$ cat config.mk
export PLATFORM = sky130hd
export DESIGN_NAME = seg7_scan_driver
export DESIGN_NICKNAME = d
export VERILOG_FILES = /design/src/rtl/seg7_scan_driver.sv
export SDC_FILE = /design/constraint.sdc
export NUM_CORES = 1
export LEC_CHECK = 0
export CAP_MARGIN = 20
export CORE_UTILIZATION = 45
export DETAILED_ROUTE_END_ITERATION = 6
export DONT_BUFFER_PORTS = 1
export GPL_TIMING_DRIVEN = 0
export SLEW_MARGIN = 20
export SYNTH_ARGS = -nofsm -noshare
export SYNTH_HDL_FRONTEND = slang
export SYNTH_SLANG_ARGS = --single-unit
$ cat constraint.sdc
create_clock -name CLK -period 3.77 [get_ports CLK]
set_clock_uncertainty 0.2 [all_clocks]
set_input_delay 0.9425 -clock CLK [delete_from_list [all_inputs] [get_ports CLK]]
set_output_delay 0.9425 -clock CLK [all_outputs]
set_load 0.01 [all_outputs]
$ cat src/rtl/seg7_scan_driver.sv
// Multiplexed DIGITS-wide 7-segment scan driver with BCD/hex glyphs,
// leading-zero suppression, per-digit decimal points and registered outputs.
module seg7_scan_driver #(
  parameter int DIGITS      = 4,
  parameter int REFRESH_DIV = 1000
) (
  input  logic                  CLK,
  input  logic                  RST,
  input  logic                  LOAD,
  input  logic [4*DIGITS-1:0]   VALUE,
  input  logic [DIGITS-1:0]     DP,
  input  logic                  HEX,
  input  logic                  LZS,
  output logic [6:0]            SEG,
  output logic [DIGITS-1:0]     AN,
  output logic                  DPO
);

  localparam int CW = (REFRESH_DIV > 1) ? $clog2(REFRESH_DIV) : 1;
  localparam int IW = (DIGITS > 1) ? $clog2(DIGITS) : 1;

  localparam logic [CW-1:0] CNT_LAST = CW'(REFRESH_DIV - 1);
  localparam logic [IW-1:0] IDX_LAST = IW'(DIGITS - 1);

  logic [CW-1:0]         r_cnt;
  logic [IW-1:0]         r_idx;
  logic [4*DIGITS-1:0]   r_val;
  logic [DIGITS-1:0]     r_dpr;
  logic                  r_primed;
  logic [6:0]            r_seg;
  logic [DIGITS-1:0]     r_an;
  logic                  r_dpo;

  logic [3:0]            w_nib;
  logic [DIGITS-1:0]     w_an;
  logic [DIGITS-1:0]     w_lead_zero;
  logic                  w_zero_run;
  logic                  w_dp;
  logic                  w_blank;
  logic [6:0]            w_seg;

  function automatic logic [6:0] glyph(input logic [3:0] n, input logic hex);
    logic [6:0] g;
    case (n)
      4'h0: g = 7'b1111110;
      4'h1: g = 7'b0110000;
      4'h2: g = 7'b1101101;
      4'h3: g = 7'b1111001;
      4'h4: g = 7'b0110011;
      4'h5: g = 7'b1011011;
      4'h6: g = 7'b1011111;
      4'h7: g = 7'b1110000;
      4'h8: g = 7'b1111111;
      4'h9: g = 7'b1111011;
      4'hA: g = 7'b1110111;
      4'hB: g = 7'b0011111;
      4'hC: g = 7'b1001110;
      4'hD: g = 7'b0111101;
      4'hE: g = 7'b1001111;
      default: g = 7'b1000111;
    endcase
    if (!hex && n > 4'd9) g = 7'b0000001;
    return g;
  endfunction

  // NOTE: every always_comb output gets a default first so no path leaves it unassigned (no latch).
  always_comb begin
    w_nib       = '0;
    w_an        = '0;
    w_dp        = 1'b0;
    w_lead_zero = '0;
    w_zero_run  = 1'b1;
    for (int i = 0; i < DIGITS; i++) begin
      if (r_idx == IW'(i)) begin
        w_nib   = r_val[4*i +: 4];
        w_an[i] = 1'b1;
        w_dp    = r_dpr[i];
      end
    end
    // Digit i is a leading zero when it and every higher nibble are zero.
    for (int i = DIGITS - 1; i >= 0; i--) begin
      w_zero_run     = w_zero_run & (r_val[4*i +: 4] == 4'd0);
      w_lead_zero[i] = w_zero_run;
    end
    w_blank = LZS && (r_idx != '0) && ((w_lead_zero & w_an) != '0);
    w_seg   = w_blank ? 7'b0000000 : glyph(w_nib, HEX);
  end

  // NOTE: sequential state uses non-blocking assignments so all registers update from pre-edge values.
  always_ff @(posedge CLK) begin
    if (RST) begin
      r_cnt    <= '0;
      r_idx    <= '0;
      r_val    <= '0;
      r_dpr    <= '0;
      r_primed <= 1'b0;
      r_seg    <= '0;
      r_an     <= '0;
      r_dpo    <= 1'b0;
    end else begin
      r_primed <= 1'b1;
      if (LOAD) begin
        r_val <= VALUE;
        r_dpr <= DP;
      end
      // The first edge out of reset only primes the outputs; the scan starts
      // counting afterwards so digit 0 gets its full dwell time.
      if (r_primed) begin
        if (r_cnt == CNT_LAST) begin
          r_cnt <= '0;
          r_idx <= (r_idx == IDX_LAST) ? '0 : r_idx + 1'b1;
        end else begin
          r_cnt <= r_cnt + 1'b1;
        end
        r_seg <= w_seg;
        r_an  <= w_an;
        r_dpo <= w_dp;
      end else begin
        r_seg <= '0;
        r_an  <= '0;
        r_dpo <= 1'b0;
      end
    end
  end

  assign SEG = r_seg;
  assign AN  = r_an;
  assign DPO = r_dpo;

endmodule

== After elaboration in Yosys (flattened, before gate mapping) ==
Memory sizes are Yosys's and may differ from the RTL's.
Cells that the tools add are included.

* Bits in registers: 45
* Bits in read-only memories: 112
* Input bits: 25
* Logic and storage cells: 53
* Memories kept: 1

{| class="wikitable"
|+ Memory list
! memory !! words !! width !! read ports !! clocked after Yosys merged registers in !! wr ports !! line !! source
|-
| (name not given) || 16 || 7 || 1 || 0 || 0 || 44 || <nowiki>case (n)</nowiki>
|}

* $add $sub $neg: 2
* $lt $le $gt $ge: 1
* Eq/ne operators: 4
* Multiplexer cells: 16
* Bitwise logic cells: 5
* Reduce and logical (&&, ||, !) cells: 15

{| class="wikitable"
|+ Operators by type and width
! cell !! number
|-
| 4-bit zero test || 4
|-
| 4-bit two-way mux || 4
|-
| 10-bit by 1-bit adder with 10-bit output (second input constant) || 1
|-
| 10-bit equality test (second input constant) || 1
|-
| 1-bit two-way mux || 10
|-
| 10-bit two-way mux || 1
|-
| 4-bit AND || 1
|-
| 2-bit equality test (second input constant) || 2
|-
| 4-bit greater-than comparator (second input constant) || 1
|-
| 4-bit nonzero test || 1
|-
| 4-bit OR reduction || 1
|-
| 1-bit AND || 3
|-
| 1-bit logical AND || 3
|-
| 3-bit OR reduction || 1
|-
| 2-bit by 1-bit adder with 2-bit output (second input constant) || 1
|-
| 2-bit by 1-bit equality test with 1-bit output (second input constant) || 1
|-
| 2-bit zero test || 1
|-
| 2-bit two-way mux || 1
|-
| 2-bit AND reduction || 1
|-
| 2-bit nonzero test || 1
|-
| 2-bit OR reduction || 1
|-
| 1-bit zero test || 1
|-
| 1-bit NOT || 1
|}

== Longest topological paths before layout ==
* Depth in word-level cells: 8
* Gate-level depth with buffers: 11

== Worst setup path before layout ==
Ideal clock, no wire load.

* Path kind: register to register
* Start point: register r_idx[0]
* End point: register r_seg[6], in the netlist SEG[6]
* Setup time: 0.073 ns
* Arrival: 2.377 ns
* Data required time: 3.497 ns
* Slack: 1.120 ns
* Stages on the path, launching flop included: 11
* Path through: dfxtp_1 > inv_1 > ha_1 > buf_2 > nor3b_1 > a221oi_1 > inv_1 > ha_1 > or3_1 > o221a_1 > nor3_2

* Elaborated cells on any way between the ends: 21

{| class="wikitable"
|+ RTL lines
! what !! line !! source
|-
| start, declared || 26 || <nowiki>logic [IW-1:0] r_idx;</nowiki>
|-
| start signal, assigned || 111 || <nowiki>r_idx <= (r_idx == IDX_LAST) ? '0 : r_idx + 1'b1;</nowiki>
|-
| 2-bit equality test || 74 || <nowiki>if (r_idx == IW'(i)) begin</nowiki>
|-
| 1-bit two-way mux || 74 ||
|-
| via w_an[2] || 35 || <nowiki>logic [DIGITS-1:0] w_an;</nowiki>
|-
| 4-bit AND || 85 || <nowiki>w_blank = LZS && (r_idx != '0) && ((w_lead_zero & w_an) != '0);</nowiki>
|-
| 4-bit nonzero test || 85 ||
|-
| 1-bit logical AND || 85 ||
|-
| 4-bit OR reduction (no source line) || -- ||
|-
| end signal, assigned || 115 || <nowiki>r_seg <= w_seg;</nowiki>
|-
| end, declared || 30 || <nowiki>logic [6:0] r_seg;</nowiki>
|}

The timed path passes the listed nets, and every way through them passes these cells.
A chain may end at the register's enable or synchronous reset.

== Final worst setup path ==
Same ends and word-level chain as after synthesis.

==> key figures <==
Outcome
  • Status: complete, no violations

CTS
  • Post-cts sizing count: 0
  • CTS Root Buffer Type: clkbuf_8
  • CTS tree: done
  • Hold Buf Count CTS: 0
  • H-tree levels: 2
  • Post-CTS Setup Inserts: 0
  • Clk Latency, worst-skew pair: 0.29 ns
  • Longest Clk Path Bufs: 2
  • Clk slew on worst S/H paths: 0.08 ns
  • Sink Count: 45
  • CTS buffer count: 5

Die
  • Total Die Area: 5190 um2
  • Die Y: 72.1 um
  • Initial core utilization: 0.468
  • Core area: 4720 um2
  • Ports: 37
  • Row count: 25
  • DIE WIDTH: 72.1 um

Route
  • Post-route DRC violation count: 0
  • First-pass DRT Iterations: 4
  • DRT antenna net count: 0
  • DR vias: 1557
  • Via density: 5.10
  • DR WL/cell: 13.6 um
  • Routed WL: 4160 um
  • Initial DRC count: 79

Setup path
  • Endpoint type of the worst setup path: flip-flop
  • Critical setup path kind: reg2reg
  • Worst EP required: 3.79 ns
  • Critical Path AT: 3.06 ns
  • Worst setup SP type: flip-flop
  • Crit Path Max Fanout: 10

STA
  • Slew Viols, Final: 0
  • Final hold violation count: 0
  • Period utilization: 0.807
  • Slew HR: 0.508
  • Final WS setup: 0.727 ns
  • FMAX: 329 MHz
  • Minimum clock period: 3.04 ns
  • WHS: 0.302 ns
  • Least-Margin Pin Slew: 0.738 ns
  • RSZ-0062 raised after global routing: no
  • Final setup fails: 0
  • Setup TNS: 0 ns

Place
  • Placer Congestion: 0.849
  • Port bufs: 0
  • DP Wirelength: 3150 um
  • Pre-CTS WS: 0.732 ns

Logic synthesis
  • Post-synth EDFFs: 0
  • Post-synthesis area per instance: 9.57 um2
  • FF+latch count, synth: 45
  • Area leader, netlist: dfxtp_1
  • Yosys warning count: 0
  • Synth unique cells: 45
  • Net Count, Synth: 268
  • Post-synthesis cell area: 2210 um2
  • Post-Syn Instances: 231
  • Ys async rst share: 0
  • Ys flop type: dfxtp_1
  • Cell with the most instances after synthesis: dfxtp_1
  • Top cells by count, synth: dfxtp_1, nor2_1, mux2i_1, ha_1, nand2_1
  • Sequential element share of the synthesized area: 0.408
  • Synth area leaders: dfxtp_1, mux2i_1, ha_1
  • Top-area cell type share of the netlist area: 0.408

Cells and area
  • ANT cells: 0
  • Nets: 275
  • Area delta synth->final: 8.49%
  • Layout cells sized above 1: 0.105
  • Final core utilization: 0.508

Global route
  • Pin count of the biggest net entering global routing: 14
  • Vias in the first global route: 1444
  • Grt ovf: 0
  • First-pass GRT wire length: 7090 um
  • GR Util All Layers: 0.178
  • Initial antenna violation count: 0

Power and ir drop
  • Leak: 0.00100 uW
  • Total power: 948 uW
  • Maximum vdd drop: 244 uV
  • Pwr/cell area: 395 nW/um2

Run
  • Max-Cap Viols: 0

Min path
  • Worst Hold Class: reg2reg
-- power by group --
part           switching (uW)  internal [uW]
clock network             152            193
logic                    48.0           39.9
registers                18.9            497
total                     219            729
-- cell usage in the layout (no fill, tap or decap), drive strengths merged, types with 6 or more instances in the layout --
cell    synthesis  final
a211oi          7      7
and2            6      6
buf             7      7
clkbuf          5     10
dfxtp          45     45
ha             12     12
inv            10     10
mux2i          24     24
nand2          13     13
nor2           37     37
nor3            6      6
xor2            7      7
-- per-layer routing --
metal / vias up / share of wire / GRT usage
met5: - / 0 / 0
met4: 0 / 0.0065 / 0.0458
met3: 2 / 0.041 / 0.0583
met2: 33 / 0.45 / 0.272
met1: 710 / 0.50 / 0.241
li1: 812 / - / -
-- path summary, 6_finish.rpt --
check | from | to | slack (ns) | depth (start not counted)
worst min register to register | r_dpr[3] | r_dpr[3] | 0.30 | 2
worst min-delay path | r_dpr[3] | r_dpr[3] | 0.30 | 2
worst max register to register | r_idx[0] | SEG[6] | 0.73 | 10
worst max-delay path | r_idx[0] | SEG[6] | 0.73 | 10
-- critical path: stages, from the launching register on --
cell	delay, ns
dfxtp_1	0.40
inv_1	0.08
ha_1	0.23
buf_2	0.19
nor3b_1	0.16
a221oi_1	0.50
inv_1	0.25
ha_1	0.31
or3_1	0.37
o221a_1	0.14
nor3_2	0.14
-- cell families after synthesis --
kind of cell	after synthesis	synth area share
AOI/OAI and AO/OA	27	0.109
xor gates and xnor gates	10	0.0396
adders and majority gates	12	0.0679
buffers and inverters	22	0.0521
DFF	45	0.408
muxes	24	0.109
and+or+nand+nor	91	0.215
-- sequential cells by signal (all words and copies together) (netlist names) --
signal	flops
AN	4
SEG	7
DPO	1
r_cnt	10
r_primed	1
r_idx	2
r_val	16
r_dpr	4
-- layout make-up --
type                       count  area [um2]
clock inverter                 2        35.0
tap                           67        83.8
inverter                      10        37.5
sequential                    45         901
buffer                        12        77.6
fill                         482        2330
multi-input combinational    164        1190
clock buffer                   5        68.8
-- per-stage QoR --
step / cells / cell area, um2
6_report: 305 / 2400
3_3_place_gp: 298 / 2290
2_1_floorplan: 231 / 2210
5_1_grt: 305 / 2400
4_1_cts: 305 / 2400
3_5_place_dp: 298 / 2290
Power figures use the tool's default switching activity.
